<file path="config.mk">
export PLATFORM = sky130hd
export DESIGN_NAME = date_update_scheduler
export DESIGN_NICKNAME = d
export VERILOG_FILES = /design/src/rtl/date_update_scheduler_pkg.sv /design/src/rtl/date_update_scheduler_debounce.sv /design/src/rtl/date_update_scheduler.sv
export SDC_FILE = /design/constraint.sdc
export NUM_CORES = 1
export LEC_CHECK = 0
export BUFFER_PORTS_ARGS = -buffer_cell sky130_fd_sc_hd__buf_2
export CELL_PAD_IN_SITES_DETAIL_PLACEMENT = 0
export CELL_PAD_IN_SITES_GLOBAL_PLACEMENT = 1
export CORE_MARGIN = 2
export CORE_UTILIZATION = 44
export DETAILED_ROUTE_END_ITERATION = 10
export PLACE_DENSITY_LB_ADDON = 0.1
export SETUP_SLACK_MARGIN = 0.4
export SKIP_LAST_GASP = 1
export SYNTH_ARGS = -nofsm -noshare
export SYNTH_HDL_FRONTEND = slang
export SYNTH_SLANG_ARGS = --single-unit
</file>
<file path="constraint.sdc">
create_clock -name clk -period 3.6 [get_ports clk]
set_input_delay 1.08 -clock clk [delete_from_list [all_inputs] [get_ports clk]]
set_output_delay 1.08 -clock clk [all_outputs]
set_load 0.05 [all_outputs]
</file>
<file path="src/rtl/date_update_scheduler_pkg.sv">
// Shared definitions for the date update scheduler.
//  - ui_state_t  : UI mode codes. The month/day counter decodes the same values.
//  - sch_state_t : grant-window phases.
//  - next_mode() : successor of a UI mode on a mode-button press.
package date_update_scheduler_pkg;

    typedef enum logic [3:0] {
        UI_RUN       = 4'd0,
        UI_TIME_SET  = 4'd5,
        UI_DATE_SET  = 4'd6,
        UI_ALARM_SET = 4'd7
    } ui_state_t;

    typedef enum logic [1:0] {
        SCH_IDLE,
        SCH_PULSE,
        SCH_SETTLE
    } sch_state_t;

    // Cycles cnt_state is held at DATE_SET for each granted event.
    localparam int WIN_LEN_DEFAULT = 3;

    // Largest number of day ticks that can wait for delivery.
    localparam logic [1:0] DAY_PEND_MAX = 2'd3;

    function automatic ui_state_t next_mode(input ui_state_t s);
        case (s)
            UI_RUN:      next_mode = UI_TIME_SET;
            UI_TIME_SET: next_mode = UI_DATE_SET;
            UI_DATE_SET: next_mode = UI_ALARM_SET;
            default:     next_mode = UI_RUN;
        endcase
    endfunction

endpackage

</file>
<file path="src/rtl/date_update_scheduler_debounce.sv">
// Button debouncer: 2-flop synchroniser, stability counter, rising-edge pulse.
//  clk    in  system clock
//  reset  in  asynchronous active-low reset
//  btn    in  raw button level, asynchronous to clk
//  press  out one-cycle pulse when the debounced level rises
// The debounced level follows the synchronised input only after DEB_CYC
// consecutive samples that disagree with it; any agreeing sample restarts
// the count, so shorter glitches are ignored.
module date_update_scheduler_debounce #(
    parameter int DEB_CYC = 250000
) (
    input  logic clk,
    input  logic reset,
    input  logic btn,
    output logic press
);
    localparam int CW = (DEB_CYC > 1) ? $clog2(DEB_CYC) : 1;

    logic          sync1_reg;
    logic          sync2_reg;
    logic          level_reg;
    logic          press_reg;
    logic [CW-1:0] cnt_reg;

    always_ff @(posedge clk or negedge reset) begin
        if (!reset) begin
            sync1_reg <= 1'b0;
            sync2_reg <= 1'b0;
            level_reg <= 1'b0;
            press_reg <= 1'b0;
            cnt_reg   <= '0;
        end else begin
            sync1_reg <= btn;
            sync2_reg <= sync1_reg;
            press_reg <= 1'b0;
            if (sync2_reg == level_reg) begin
                cnt_reg <= '0;
            end else if (cnt_reg == CW'(DEB_CYC - 1)) begin
                level_reg <= sync2_reg;
                press_reg <= sync2_reg;   // only the rising transition is a press
                cnt_reg   <= '0;
            end else begin
                cnt_reg <= cnt_reg + CW'(1);
            end
        end
    end

    assign press = press_reg;

endmodule

</file>
<file path="src/rtl/date_update_scheduler.sv">
// Schedules every access to the month/day counter.
//  clk        in   system clock
//  reset      in   asynchronous active-low reset
//  btn_mode   in   raw mode button
//  btn_up     in   raw month+1 button
//  btn_sel    in   raw day+1 button
//  day_tick   in   one-cycle midnight pulse from the time counter
//  ui_state   out  UI mode (RUN/TIME_SET/DATE_SET/ALARM_SET)
//  cnt_state  out  counter state input: DATE_SET inside a grant window, else ui_state
//  b1/b2      out  month / day increment pulses
//  b3         out  mode-press pulse
//  oneday     out  day-advance pulse
//  day_pend   out  undelivered day ticks, including one being delivered this cycle
//  busy       out  grant window active
// Each granted event opens a WIN_LEN-cycle window: one pulse cycle followed by
// settle cycles so the counter finishes any rollover before the next pulse.
module date_update_scheduler
    import date_update_scheduler_pkg::*;
#(
    parameter int DEB_CYC     = 250000,
    parameter int TIMEOUT_CYC = 500000000,
    parameter int WIN_LEN     = WIN_LEN_DEFAULT
) (
    input  logic       clk,
    input  logic       reset,
    input  logic       btn_mode,
    input  logic       btn_up,
    input  logic       btn_sel,
    input  logic       day_tick,
    output logic [3:0] ui_state,
    output logic [3:0] cnt_state,
    output logic       b1,
    output logic       b2,
    output logic       b3,
    output logic       oneday,
    output logic [1:0] day_pend,
    output logic       busy
);
    localparam int TW = (TIMEOUT_CYC > 1) ? $clog2(TIMEOUT_CYC) : 1;
    localparam int WW = (WIN_LEN > 1) ? $clog2(WIN_LEN) : 1;

    // Debounced press events: [0]=mode, [1]=up, [2]=sel
    logic [2:0] btn_raw;
    logic [2:0] press;

    assign btn_raw = {btn_sel, btn_up, btn_mode};

    generate
        for (genvar gi = 0; gi < 3; gi++) begin : g_deb
            date_update_scheduler_debounce #(
                .DEB_CYC (DEB_CYC)
            ) u_deb (
                .clk   (clk),
                .reset (reset),
                .btn   (btn_raw[gi]),
                .press (press[gi])
            );
        end
    endgenerate

    // ---------------- mode FSM and idle timer ----------------
    ui_state_t     ui_state_reg;
    ui_state_t     ui_next;
    logic          b3_reg;
    logic [TW-1:0] idle_cnt_reg;
    logic          any_press;
    logic          timer_expire;

    assign any_press    = |press;
    // A press in the expiry cycle reloads the timer instead of expiring it.
    assign timer_expire = (ui_state_reg != UI_RUN) && !any_press &&
                          (idle_cnt_reg == TW'(TIMEOUT_CYC - 1));

    always_comb begin
        ui_next = ui_state_reg;
        if (press[0]) begin
            ui_next = next_mode(ui_state_reg);
        end else if (timer_expire) begin
            ui_next = UI_RUN;
        end
    end

    always_ff @(posedge clk or negedge reset) begin
        if (!reset) begin
            ui_state_reg <= UI_RUN;
            b3_reg       <= 1'b0;
            idle_cnt_reg <= '0;
        end else begin
            ui_state_reg <= ui_next;
            b3_reg       <= press[0];
            if (any_press || timer_expire || ui_state_reg == UI_RUN) begin
                idle_cnt_reg <= '0;
            end else begin
                idle_cnt_reg <= idle_cnt_reg + TW'(1);
            end
        end
    end

    // ---------------- event queues ----------------
    logic          up_pend_reg,  up_pend_next;
    logic          sel_pend_reg, sel_pend_next;
    logic [1:0]    day_pend_reg, day_pend_next;
    logic [1:0]    day_after;
    logic [WW-1:0] win_left_reg;
    logic          win_open;
    logic          grant_day, grant_up, grant_sel, grant_any;
    logic          oneday_reg, b1_reg, b2_reg;

    // The tick being pulsed this cycle leaves the queue at the end of the cycle,
    // so it must not be granted a second time.
    assign day_after = day_pend_reg - {1'b0, oneday_reg};
    assign win_open  = (win_left_reg == '0);
    assign grant_day = win_open && (day_after != 2'd0);
    assign grant_up  = win_open && !grant_day && up_pend_reg;
    assign grant_sel = win_open && !grant_day && !up_pend_reg && sel_pend_reg;
    assign grant_any = grant_day || grant_up || grant_sel;

    always_comb begin
        day_pend_next = day_after;
        if (day_tick && day_after != DAY_PEND_MAX) begin
            day_pend_next = day_after + 2'd1;
        end

        up_pend_next  = up_pend_reg;
        sel_pend_next = sel_pend_reg;
        if (grant_up)  up_pend_next  = 1'b0;
        if (grant_sel) sel_pend_next = 1'b0;
        if (press[1] && ui_state_reg == UI_DATE_SET && !up_pend_reg)  up_pend_next  = 1'b1;
        if (press[2] && ui_state_reg == UI_DATE_SET && !sel_pend_reg) sel_pend_next = 1'b1;
        // Button edits are meaningless once the user has left date-set mode.
        if (ui_next != UI_DATE_SET) begin
            up_pend_next  = 1'b0;
            sel_pend_next = 1'b0;
        end
    end

    always_ff @(posedge clk or negedge reset) begin
        if (!reset) begin
            day_pend_reg <= 2'd0;
            up_pend_reg  <= 1'b0;
            sel_pend_reg <= 1'b0;
        end else begin
            day_pend_reg <= day_pend_next;
            up_pend_reg  <= up_pend_next;
            sel_pend_reg <= sel_pend_next;
        end
    end

    // ---------------- scheduler FSM ----------------
    sch_state_t sch_state_reg;
    logic [3:0] cnt_state_reg;

    // The last window cycle may grant straight into the next window, giving
    // back-to-back pulses exactly WIN_LEN cycles apart.
    always_ff @(posedge clk or negedge reset) begin
        if (!reset) begin
            sch_state_reg <= SCH_IDLE;
            win_left_reg  <= '0;
            oneday_reg    <= 1'b0;
            b1_reg        <= 1'b0;
            b2_reg        <= 1'b0;
            cnt_state_reg <= UI_RUN;
        end else if (grant_any) begin
            sch_state_reg <= SCH_PULSE;
            win_left_reg  <= WW'(WIN_LEN - 1);
            oneday_reg    <= grant_day;
            b1_reg        <= grant_up;
            b2_reg        <= grant_sel;
            cnt_state_reg <= UI_DATE_SET;
        end else begin
            oneday_reg <= 1'b0;
            b1_reg     <= 1'b0;
            b2_reg     <= 1'b0;
            if (!win_open) begin
                sch_state_reg <= SCH_SETTLE;
                win_left_reg  <= win_left_reg - WW'(1);
                cnt_state_reg <= UI_DATE_SET;
            end else begin
                sch_state_reg <= SCH_IDLE;
                cnt_state_reg <= ui_next;
            end
        end
    end

    assign ui_state  = ui_state_reg;
    assign cnt_state = cnt_state_reg;
    assign b1        = b1_reg;
    assign b2        = b2_reg;
    assign b3        = b3_reg;
    assign oneday    = oneday_reg;
    assign day_pend  = day_pend_reg;
    assign busy      = (sch_state_reg != SCH_IDLE);

endmodule

</file>
; ---- Word-level counts from Yosys, hierarchy flattened
; Index checks and enable logic that the tools add are counted.
[word_totals]
inputBits = 6
wordCells = 112
output_inout_bits = 15
ff_bits = 115
[op_classes]
bitwise = 3
n_addsub = 7
reduce_logical = 31
eq_ne = 12
mux = 32
[ops]
columns = cell, count
row1 = 18-bit two-way mux, 6
row2 = "18-bit by 1-bit adder with 18-bit output, second input constant", 3
row3 = "18-bit equality test, second input constant", 3
row4 = "29-bit by 1-bit adder with 29-bit output, second input constant", 1
row5 = "29-bit equality test, second input constant", 1
row6 = 29-bit two-way mux, 1
row7 = 4-bit two-way mux, 4
row8 = 1-bit two-way mux, 15
row9 = 1-bit logical AND, 12
row10 = 2-bit two-way mux, 5
row11 = 3-bit case mux with 3 select lines, 1
row12 = "4-bit by 3-bit equality test with 1-bit output, second input constant", 2
row13 = 2-bit AND reduction, 3
row14 = 3-bit nonzero test, 2
row15 = 1-bit zero test, 4
row16 = 4-bit zero test, 1
row17 = 1-bit logical OR, 4
row18 = "4-bit by 3-bit != test with 1-bit output, second input constant", 1
row19 = 2-bit nonzero test, 2
row20 = 4-bit nonzero test, 1
row21 = 1-bit equality test, 3
row22 = 1-bit inverter, 3
row23 = 3-bit OR reduction, 1
row24 = "2-bit by 1-bit adder with 2-bit output, second input constant", 1
row25 = other kinds (5), 5

; ---- Depth between registers and ports, before layout
; Gate-level depths: netlist of run 1.
[logic_depth]
word_depth = 10
mapped_depth = 9
mapped_depth_nobuf = 9

; ---- Hierarchy
; Synthesis of run 1 repeated with hierarchy kept, for this count alone.
[unflattened]
cells_unflattened = 551
hier_area_um2 = 5718.0
[by_module_without_submodules]
columns = mod, cells_each, area_per_inst_um2, instances, seq_area_each_um2
row1 = date_update_scheduler_debounce, 100, 1059.8, 3, 550.5
row2 = date_update_scheduler, 251, 2538.7, 1, 1226.2

; ---- Worst setup path before layout of run 1
; Ideal clock, no wire load.
[synth_path]
kind = flip-flop to flip-flop
start = reg day_pend_reg[0] (netlist: day_pend[0])
end = reg win_left_reg[0]
period_less_slack_ns = 2.010
t_required_ns = 3.528
arrival_ns = 1.939
setup_ns = 0.072
n_path_buf = 0
path_slack_ns = 1.590
path_stages_with_launch = 10
cell_sequence = dfrtp_1 -> inv_1 -> ha_1 -> xor2_1 -> inv_1 -> ha_1 -> nand2_1 -> nor3b_1 -> or3_1 -> nor2_1
[synth_between]
elab_chain_len = 9
[synth_lines]
columns = item, line_no
row1 = "start, declared", date_update_scheduler.sv:102  ; logic [1:0] day_pend_reg, day_pend_next;
row2 = "start signal, assigned", date_update_scheduler.sv:143  ; day_pend_reg <= day_pend_next;
row3 = 2-bit by 1-bit subtractor with 2-bit output *, date_update_scheduler.sv:111  ; assign day_after = day_pend_reg - {1'b0, oneday_reg};
row4 = 2-bit nonzero test *, date_update_scheduler.sv:113  ; assign grant_day = win_open && (day_after != 2'd0);
row5 = 1-bit logical AND *, date_update_scheduler.sv:113
row6 = 1-bit zero test, "date_update_scheduler.sv:114, date_update_scheduler.sv:115"
row7 = 1-bit logical AND, "date_update_scheduler.sv:114, date_update_scheduler.sv:115"
row8 = 1-bit logical AND (on tied branches), "date_update_scheduler.sv:114, date_update_scheduler.sv:115"
row9 = 1-bit logical OR or 1-bit logical AND (tied branches), "date_update_scheduler.sv:116, date_update_scheduler.sv:115"
row10 = 1-bit logical OR *, date_update_scheduler.sv:116  ; assign grant_any = grant_day || grant_up || grant_sel;
row11 = named net grant_any, date_update_scheduler.sv:106  ; logic grant_day, grant_up, grant_sel, grant_any;
row12 = 2-bit by 1-bit != test with 1-bit output (no line) or 2-bit two-way mux (tied branches), n/a
row13 = "end signal, assigned", date_update_scheduler.sv:165  ; win_left_reg <= WW'(WIN_LEN - 1);
row14 = "end signal, assigned", date_update_scheduler.sv:176  ; win_left_reg <= win_left_reg - WW'(1);
row15 = "end, declared", date_update_scheduler.sv:104  ; logic [WW-1:0] win_left_reg;
; Mark *: on every way through the listed nets, which the timed path passes. The rest lies on a longest branch.
; A chain may end at the register's enable or synchronous reset.

; ---- Worst setup path after layout of run 1
[layout_path]
start = reg sch_state_reg[1]
end = out busy
[layout_between]
elab_chain_len = 1
[layout_lines]
columns = item, line_no
row1 = "start, declared", date_update_scheduler.sv:150  ; sch_state_t sch_state_reg;
row2 = "start signal, assigned", date_update_scheduler.sv:157  ; sch_state_reg <= SCH_IDLE;
row3 = "start signal, assigned", date_update_scheduler.sv:164  ; sch_state_reg <= SCH_PULSE;
row4 = "start signal, assigned", date_update_scheduler.sv:175  ; sch_state_reg <= SCH_SETTLE;
row5 = 2-bit nonzero test, date_update_scheduler.sv:192  ; assign busy = (sch_state_reg != SCH_IDLE);
row6 = "end, declared", date_update_scheduler.sv:37  ; output logic busy
; No other way between the ends.

==> summary.txt, run 1 <==
CP max-delay cell -> dfrtp_1
# rows -> 41
CTS max path bufs -> 2
Seq cells post-synth -> 115
Slew HR -> 36.61%
Critical path buffers and inverters -> 1
Status -> finished clean
Slack of the worst reg-to-reg path -> 1.47 ns
Final min period -> 2.337 ns
Total power -> 3.605 mW
Final hold vios -> 0
Max Transition Viols Final -> 0
Htree depth -> 4
CP Data Arrival Time -> 1.26 ns
Vias in the first global route -> 4186
Reg2reg path depth -> 4
Ys async rst share -> 100.0%
Mapped Avg Cell Area -> 10.35 um2
Worst slack, placed -> 1.418 ns
Clock skew -> 0.01126 ns
Synth-to-Final Area Change -> 16.73%
Worst-Margin Slew -> 0.9475 ns
Top delay family on crit path -> flip-flops
Drt initial violations -> 288
HPWL Detailed -> 7891 um
Hold buffer count at CTS -> 0
Cell depth of the worst setup path -> 2
WS Path Type -> flop to output port
Clk slew on worst S/H paths -> 0.05 ns
Max-Cap Viols -> 0
Leak pwr -> 2.625 nW
Synth warnings -> 0
N_diodes -> 0
DRC violations left -> 0
Die width -> 117.1 um
Final period util -> 64.92%
Total setup buffers inserted after CTS -> 0
Clock Tree Root -> clkbuf_16
Hold Path Cell Cnt -> 0
Clk sinks -> 115
Die H -> 117.1 um
Initial Util -> 44.81%
Sum of negative setup slack -> 0 ns
Layout cells sized above 1 -> 13.07%
Endpoints failing setup -> 0
GPL Wtd Cong -> 0.8023
IO Pins -> 21
Register area share after synthesis -> 51.10%
Final setup margin -> 1.263 ns
TritonCTS clock tree -> done
CTS Buf Count -> 17
Post-layout util -> 52.30%
Worst Path Max Fanout -> 1
Port Buffers -> 20
Crit end category -> output port
Max reg flops -> 54
Post_cts resized -> 0
Min Hold Slack -> 0.3511 ns
FILL cells -> 1143
Die area -> 0.01372 mm2
Distinct cells, synth -> 47
RSZ-0062 raised after global routing -> false
Remaining Overflow, GRT -> 0
First-pass GRT wire length -> 20370 um
Mapped Cells -> 544
Initial antenna violation count -> 0
Pwr Density -> 548.4 mW/mm2
Worst-skew pair later-pin latency -> 0.41 ns
Vias per cell -> 5.510
Final ANT Viol Nets -> 0
Post-Syn Nets -> 558
CP cell instances -> or2_2 -> buf_2
EDFF count, synth -> 0
HP Class -> flop to flop
Router iterations before antenna repair -> 4
Final wirelength -> 11510 um
Worst vdd ir -> 325.3 uV
Largest net degree at the start of global routing -> 46
Routed WL per cell -> 15.12 um
Post-synth top flop -> dfrtp_1
Final nets -> 590
Vias -> 4193
Required time worst endpoint -> 2.52 ns
F_max -> 427.9 MHz
Gr usage total -> 19.24%
Core box area -> 0.01257 mm2
Slowest Stage Delay on Critical Path -> 0.35 ns
Startpoint Class -> flop
Synthesized cell area -> 0.005632 mm2
-- stage by stage --
stage / area (um2) / std cells
final: 6574 / 761
after global routing: 6574 / 761
after CTS: 6574 / 761
after detailed placement: 5921 / 729
after global placement: 5921 / 729
after floorplan: 5632 / 544
-- synth_stat cells, types with 4 or more instances --
| cell | n | area, um2 |
|---|---|---|
| nor2_1 | 60 | 225.2 |
| nand2_1 | 26 | 97.59 |
| a21oi_1 | 17 | 85.08 |
| nand3_1 | 31 | 155.2 |
| xor2_1 | 25 | 219.0 |
| xnor2_1 | 31 | 271.5 |
| and4_1 | 8 | 70.07 |
| clkbuf_1 | 6 | 22.52 |
| inv_1 | 15 | 56.30 |
| nor4_1 | 18 | 112.6 |
| o21ai_0 | 18 | 90.09 |
| nand4_1 | 23 | 143.9 |
| nor3_1 | 18 | 90.09 |
| nor3b_1 | 11 | 82.58 |
| nor4b_1 | 4 | 35.03 |
| or4_1 | 17 | 127.6 |
| buf_2 | 5 | 25.02 |
| o31ai_1 | 12 | 90.09 |
| and3_1 | 7 | 43.79 |
| a211oi_1 | 13 | 97.59 |
| dfrtp_1 | 115 | 2878 |
| ha_1 | 8 | 100.1 |
| or3_1 | 16 | 100.1 |
-- where the power goes --
| part | switching [mW] | leakage [nW] | internal (mW) |
|---|---|---|---|
| Sequential | 0.0336 | 1.56 | 1.35 |
| Combinational | 0.248 | 0.749 | 0.118 |
| Clock | 0.571 | 0.313 | 1.28 |
| Total | 0.853 | 2.62 | 2.75 |
-- layer usage --
metal,vias up,routed length [um],GRT usage [%]
met1,2050,5526,25.35
met5,-,0,0
met2,51,5473,30.48
met3,8,395,5.973
met4,0,112,6.353
li1,2084,-,-
-- area by class of cell --
type	count	area (um2)	area share, %
sequential	115	2878	43.78
clock buffer	23	478.0	7.271
clock inverter	9	175.2	2.665
multi-input combinational	400	2616	39.80
inverter	15	56.30	0.8565
tap	172	215.2	3.274
timing repair buffer	27	155.1	2.360
-- cells by family (layout without fill, tap and decap cells) --
group                      Yosys count  after routing  synth area share [%]
and+or+nand+nor                    265            265                 27.02
adders and majority gates            8              8                 1.777
buffers and inverters               29             74                 2.444
DFF                                115            115                 51.10
AOI/OAI and AO/OA                   67             67                 8.154
muxes                                4              4                0.7998
xor gates and xnor gates            56             56                 8.709
-- worst paths after layout --
kind | end | startpoint
worst max-delay path | busy | sch_state_reg[1]$_DFF_PN0_
worst min-delay path | g_deb[1].u_deb.sync2_reg$_DFF_PN0_ | g_deb[1].u_deb.sync1_reg$_DFF_PN0_
worst max register to register | g_deb[0].u_deb.cnt_reg[7]$_DFF_PN0_ | g_deb[0].u_deb.cnt_reg[10]$_DFF_PN0_
worst min register to register | g_deb[1].u_deb.sync2_reg$_DFF_PN0_ | g_deb[1].u_deb.sync1_reg$_DFF_PN0_
max in group asynchronous | g_deb[0].u_deb.cnt_reg[15]$_DFF_PN0_ | reset
min in group asynchronous | g_deb[1].u_deb.cnt_reg[2]$_DFF_PN0_ | reset
-- layout by cell type, fill, tap and decap left out, types with 4 or more instances in the layout --
master       n
dfrtp_1    115
nor2_1      60
nand3_1     31
xnor2_1     31
nand2_1     26
xor2_1      25
nand4_1     23
buf_2       19
nor4_1      18
o21ai_0     18
nor3_1      18
or4_1       17
a21oi_1     17
clkbuf_16   17
or3_1       16
inv_1       15
a211oi_1    13
o31ai_1     12
nor3b_1     11
and4_1       8
ha_1         8
buf_4        8
and3_1       7
bufinv_16    5
nor4b_1      4
Power figures use the tool's default switching activity.
==> run 2, diff against run 1 <==
- ABC_AREA: unset -> 1
- CORE_UTILIZATION: 44 -> 42
- clock period: 3.6 -> 2.1 ns (I/O delays scaled with it)
==> summary.txt, run 2 <==
Status -> finished clean
Synth-to-Final Area Change -> 33.88%
WS Path Type -> flop to output port
GPL Wtd Cong -> 0.8652 (+7.8%)
Clock skew -> 0.007878 ns (-0.003380 ns)
Final hold vios -> 0 (unchanged)
Final nets -> 797 (+35%)
Register area share after synthesis -> 49.79% (-1.3 points)
CTS max path bufs -> 2 (unchanged)
Min Hold Slack -> 0.2108 ns (-0.1403 ns)
Endpoints failing setup -> 0 (unchanged)
Core box area -> 0.01335 mm2 (+6.2%)
Post-layout util -> 57.97% (+5.7 points)
N_diodes -> 0 (unchanged)
Switching pwr -> 1.632 mW (+91%)
Mapped Avg Cell Area -> 8.186 um2 (-21%)
Remaining Overflow, GRT -> 0 (unchanged)
Die H -> 121.3 um (+3.6%)
TritonCTS clock tree -> done
Seq cells post-synth -> 115 (unchanged)
Final period util -> 85.08%
Vias per cell -> 4.888 (-11%)
Final min period -> 1.787 ns
Clk slew on worst S/H paths -> 0.05 ns (about the same)
Worst-skew pair later-pin latency -> 0.42 ns (about the same)
Clk sinks -> 115 (unchanged)
First-pass GRT wire length -> 21660 um (+6.3%)
Final Cell Area -> 0.007737 mm2 (+18%)
Layout cells sized above 1 -> 28.64% (+16 points)
Post-Syn Nets -> 720 (+29%)
Switching part of the total -> 24.17% (+0.52 points)
Die area -> 0.01471 mm2 (+7.2%)
Area leader, netlist -> dfrtp_1
Max-Cap Viols -> 0 (unchanged)
Slew HR -> 69.67% (+33 points)
# rows -> 42 (+2.4%)
Clock Tree Root -> clkbuf_16
CP Data Arrival Time -> 1.16 ns (-0.10 ns)
Hold buffer count at CTS -> 0 (unchanged)
Final wirelength -> 13310 um (+16%)
Worst vdd ir -> 632.8 uV (+95%)
Most common cell after layout, fill and taps aside -> dfrtp_1
Final ANT Viol Nets -> 0 (unchanged)
Synth warnings -> 0 (unchanged)
Sum of negative setup slack -> 0 ns (unchanged)
Most frequent cells in the layout -> 112 x dfrtp_1, 106 x nand2_1, 101 x inv_1
Router iterations before antenna repair -> 4 (unchanged)
HP Class -> input pin to async pin
IO Pins -> 21 (unchanged)
HPWL Detailed -> 8590 um (+8.9%)
Count leader, synth -> nor2_1
Worst-Margin Slew -> 0.4524 ns (-0.4951 ns)
CP max-delay cell -> dfrtp_1
F_max -> 559.7 MHz
Post-synth top flop -> dfrtp_1
Synthesized cell area -> 0.005779 mm2 (+2.6%)
CP cell instances -> or2_4 -> buf_8
Internal Power -> 5.120 mW (+86%)
Leak pwr -> 3.423 nW (+30%)
Share of the synthesized area in the top cell type -> 49.79% (-1.3 points)
Vias -> 4751 (+13%)
RSZ-0062 raised after global routing -> true
Slack of the worst reg-to-reg path -> 0.34 ns (-1.13 ns)
Htree depth -> 4 (unchanged)
Synth top cells by count -> 126 x nor2_1, 123 x nand2_1, 115 x dfrtp_1
Routed WL per cell -> 13.70 um (-9.4%)
Pwr Density -> 872.6 mW/mm2 (+59%)
Mapped Cells -> 706 (+30%)
Largest net degree at the start of global routing -> 64 (+39%)
Required time worst endpoint -> 1.47 ns (-1.05 ns)
Die width -> 121.3 um (+3.6%)
Startpoint Class -> flop
Top delay family on crit path -> flip-flops
Combinational power share -> 15.3% (+5.1 points)
Max reg flops -> 54 (unchanged)
CTS Buf Count -> 17 (unchanged)
Placed inst area -> 0.006156 mm2 (+4.0%)
Main area contributors after synthesis -> dfrtp_1 50%, nor2_1 8.2%, nand2_1 8.0%, inv_1 7.1%, nor3_1 3.2%
EDFF count, synth -> 0 (unchanged)
Vias in the first global route -> 4721 (+13%)
Port Buffers -> 20 (unchanged)
Crit end category -> output port
Max Transition Viols Final -> 0 (unchanged)
Critical path buffers and inverters -> 1 (unchanged)
Gr usage total -> 18.80% (-0.45 points)
Drt initial violations -> 325 (+13%)
DRC violations left -> 0 (unchanged)
Worst Path Max Fanout -> 1 (unchanged)
Ys async rst share -> 100.0% (unchanged)
Clock network power share -> 49.4% (-2.0 points)
Initial antenna violation count -> 0 (unchanged)
Initial Util -> 43.30% (-1.5 points)
Distinct cells, synth -> 33 (-30%)
Flop pwr share -> 35.3% (-3.2 points)
Slowest Stage Delay on Critical Path -> 0.35 ns (about the same)
[run 2: logic make-up after synthesis]
| kind of cell | share of synthesized area, % |
|---|---|
| and+or+nand+nor | 32.15 |
| buffers and inverters | 7.750 |
| DFF | 49.79 |
| AOI/OAI and AO/OA | 4.330 |
| xor gates and xnor gates | 4.243 |
| adders and majority gates | 1.732 |
[run 2: what timing repair did]
action	in CTS	in global routing
endpoints found under the setup margin	38	80
pin swaps	5	42
gates cloned	0	4
buffers inserted	9	25
gates resized for setup	28	117
[run 2: metal layers]
| metal | up-vias | GRT usage [%] | part of all wire [%] |
|---|---|---|---|
| li1 | 2401 | - | - |
| met5 | - | 0 | 0 |
| met2 | 82 | 31.53 | 49 |
| met4 | 0 | 6.537 | 1.3 |
| met3 | 16 | 5.357 | 3.9 |
| met1 | 2252 | 23.20 | 46 |
[run 2: path summary, 6_finish.rpt]
check / from / endpoint / depth (start not counted)
max: sch_state_reg[0]$_DFF_PN0_ / busy / 2
min: reset / idle_cnt_reg[8]$_DFF_PN0_ / 2
max reg2reg: day_pend[0]$_DFF_PN0_ / day_pend[1]$_DFF_PN0_ / 11
min reg2reg: g_deb[2].u_deb.sync1_reg$_DFF_PN0_ / g_deb[2].u_deb.sync2_reg$_DFF_PN0_ / 0
max in group asynchronous: reset / g_deb[0].u_deb.cnt_reg[17]$_DFF_PN0_ / 2
min in group clk: btn_mode / g_deb[0].u_deb.sync1_reg$_DFF_PN0_ / 1
[run 2: power groups by stage]
stage	clock network (mW)	logic (mW)	registers [mW]
final	3.34	1.03	2.38
after floorplan	0	0.344	2.53
after global routing	3.51	1.13	2.39
after global placement	0	0.645	2.40
after CTS	3.40	0.952	2.37
after detailed placement	0	0.663	2.40
[run 2: final cells by class]
class,instances,area (um2)
fill,1198,5610
multi-input combinational,476,2982
sequential,115,2882
timing repair buffer,60,540.5
clock buffer,23,488.0
inverter,113,427.9
tap,176,220.2
clock inverter,9,197.7
[run 2: stage by stage]
| step | total power [mW] | cells | worst slack [ns] |
|---|---|---|---|
| after global placement | 3.044 | 902 | 0.2138 |
| final | 6.752 | 972 | 0.3132 |
| after detailed placement | 3.067 | 902 | 0.1456 |
| after CTS | 6.723 | 943 | 0.2892 |
| after global routing | 7.036 | 972 | 0.2521 |
| after floorplan | 2.878 | 706 | 0.2041 |
==> run 3, diff against run 2 <==
- CAP_MARGIN: unset -> 20
- CELL_PAD_IN_SITES_DETAIL_PLACEMENT: 0 -> unset
- CELL_PAD_IN_SITES_GLOBAL_PLACEMENT: 1 -> unset
- CORE_UTILIZATION: 42 -> 44
- PLACE_DENSITY_LB_ADDON: 0.1 -> unset
==> summary.txt, run 3 (synthesized netlist as in run 2, its figures left out) <==
Status -> finished clean
Final ANT Viol Nets -> 0 (unchanged)
Synth-to-Final Area Change -> 29.14%
Startpoint Class -> flop
Vias -> 4832 (+1.7%)
RSZ-0062 raised after global routing -> true
Reg2reg path depth -> 10 (-1)
WS Path Type -> flop to output port
Final wirelength -> 12710 um (-4.6%)
Sum of negative setup slack -> 0 ns (unchanged)
Max-Cap Viols -> 0 (unchanged)
Layout cells sized above 1 -> 25.57% (-3.1 points)
Worst Path Max Fanout -> 1 (unchanged)
Routed WL per cell -> 13.26 um (-3.2%)
Initial Util -> 45.43% (+2.1 points)
Slew HR -> 69.77% (+0.092 points)
Crit Reg-Reg Startpoint -> idle_cnt_reg[0]$_DFF_PN0_
Worst-skew pair later-pin latency -> 0.41 ns (about the same)
First-pass GRT wire length -> 20950 um (-3.3%)
Drt initial violations -> 304 (-6.5%)
CP Data Arrival Time -> 1.17 ns (about the same)
Clk sinks -> 115 (unchanged)
N_diodes -> 0 (unchanged)
Placed instance count -> 901 (-0.11%)
Top delay family on crit path -> flip-flops
Required time worst endpoint -> 1.47 ns (about the same)
Die width -> 118.6 um (-2.2%)
FILL cells -> 1159 (-3.3%)
Endpoints failing setup -> 0 (unchanged)
CTS max path bufs -> 2 (unchanged)
GPL Wtd Cong -> 0.9088 (+5.0%)
HPWL Detailed -> 8451 um (-1.6%)
Vias per cell -> 5.044 (+3.2%)
CP cell instances -> or2_4 -> buf_8
Final nets -> 791 (-0.75%)
Htree depth -> 4 (unchanged)
Min Hold Slack -> 0.2514 ns (+0.04062 ns)
Worst-Margin Slew -> 0.4535 ns (+0.001082 ns)
Clock skew -> 0.006702 ns (-0.001177 ns)
Most common cell after layout, fill and taps aside -> dfrtp_1
DRC violations left -> 0 (unchanged)
Crit end category -> output port
Leak pwr -> 3.355 nW (-2.0%)
Die area -> 0.01407 mm2 (-4.4%)
Max reg flops -> 54 (unchanged)
Critical path buffers and inverters -> 1 (unchanged)
CP max-delay cell -> dfrtp_1
IO Pins -> 21 (unchanged)
Reg2reg end -> cnt_state[0]$_DFF_PN0_
Placed inst area -> 0.006148 mm2 (-0.12%)
Clock Tree Root -> clkbuf_16
Gr usage total -> 18.49% (-0.31 points)
Critical path startpoint -> sch_state_reg[0]$_DFF_PN0_
Final period util -> 85.50% (+0.42 points)
Worst slack, placed -> 0.2806 ns (+0.1350 ns)
Final hold vios -> 0 (unchanged)
Total power -> 6.141 mW (-9.0%)
HP Class -> input pin to async pin
Vias in the first global route -> 4589 (-2.8%)
Largest net degree at the start of global routing -> 86 (+34%)
Port Buffers -> 20 (unchanged)
Layout Cells excl Fill -> 958 (-1.4%)
Pwr Density -> 822.9 mW/mm2 (-5.7%)
TritonCTS clock tree -> done
Max Transition Viols Final -> 0 (unchanged)
Clk slew on worst S/H paths -> 0.05 ns (about the same)
F_max -> 556.9 MHz (-0.49%)
Slowest Stage Delay on Critical Path -> 0.36 ns (about the same)
Router iterations before antenna repair -> 5 (+1)
Most frequent cells in the layout -> 112 x dfrtp_1, 106 x nand2_1, 103 x nor2_1, 103 x inv_1, 34 x buf_4
Core box area -> 0.01272 mm2 (-4.7%)
Final setup margin -> 0.3045 ns (-0.008766 ns)
Initial antenna violation count -> 0 (unchanged)
Slack of the worst reg-to-reg path -> 0.35 ns (about the same)
Remaining Overflow, GRT -> 0 (unchanged)
CTS Buf Count -> 17 (unchanged)
Worst vdd ir -> 982.1 uV (+55%)
Final Cell Area -> 0.007463 mm2 (-3.5%)
Final min period -> 1.796 ns (+0.008766 ns)
Post-layout util -> 58.66% (+0.70 points)
# rows -> 41 (-2.4%)
Die H -> 118.6 um (-2.2%)
run 3: cell count changes in the layout (fill, tap and decap cells not counted), sizes merged:
| cell | before | now |
|---|---|---|
| clkinvlp | 2 | 1 |
| a21oi | 25 | 24 |
| clkbuf | 25 | 24 |
| bufinv | 6 | 3 |
| clkinv | 2 | 3 |
| buf | 58 | 53 |
run 3: worst max path at each step:
stage / depth (start not counted) / endpoint
final: 2 / busy
after global routing: 10 / win_left_reg[1]$_DFFE_PN0P_
after CTS: 2 / busy
after floorplan: 10 / win_left_reg[1]$_DFFE_PN0P_
after detailed placement: 6 / g_deb[1].u_deb.cnt_reg[14]$_DFF_PN0_
after global placement: 11 / win_left_reg[1]$_DFFE_PN0P_
run 3: power by group:
group	leakage, nW	internal, mW	switching [mW]
logic	1.51	0.365	0.546
registers	1.56	2.32	0.0592
clock network	0.288	1.92	0.926
run 3: layout make-up:
class | count | area, um2 | share of cell area (%)
multi-input cells | 475 | 2899 | 38.84
flip-flops and latches | 115 | 2882 | 38.61
clock buffers | 22 | 474.2 | 6.354
repair buffers | 55 | 460.4 | 6.169
inverters | 113 | 427.9 | 5.733
well taps | 172 | 215.2 | 2.883
clock inverters | 6 | 105.1 | 1.408
run 3: worst reg2reg max path: cells and delay by family (launching register included):
family                     cells  cell delay (ns)
buffers and inverters          2             0.27
DFF                            1             0.39
AOI/OAI and AO/OA              1             0.18
adders and majority gates      1             0.23
and+or+nand+nor                6             0.57
run 3: layer usage:
layer	global-route usage (%)	wire length [um]	part of all wire [%]
met1	23.82	5771	45
met2	29.49	6324	50
met3	4.247	381	3.0
met4	8.631	228	1.8
met5	0	0	0
run 3: repair_timing:
action	4_1_cts	5_1_grt
setup endpoints to repair	27	78
pin swaps	5	35
hold buffers	0	0
setup buffers	3	24
cloned	0	2
resized for setup	24	101
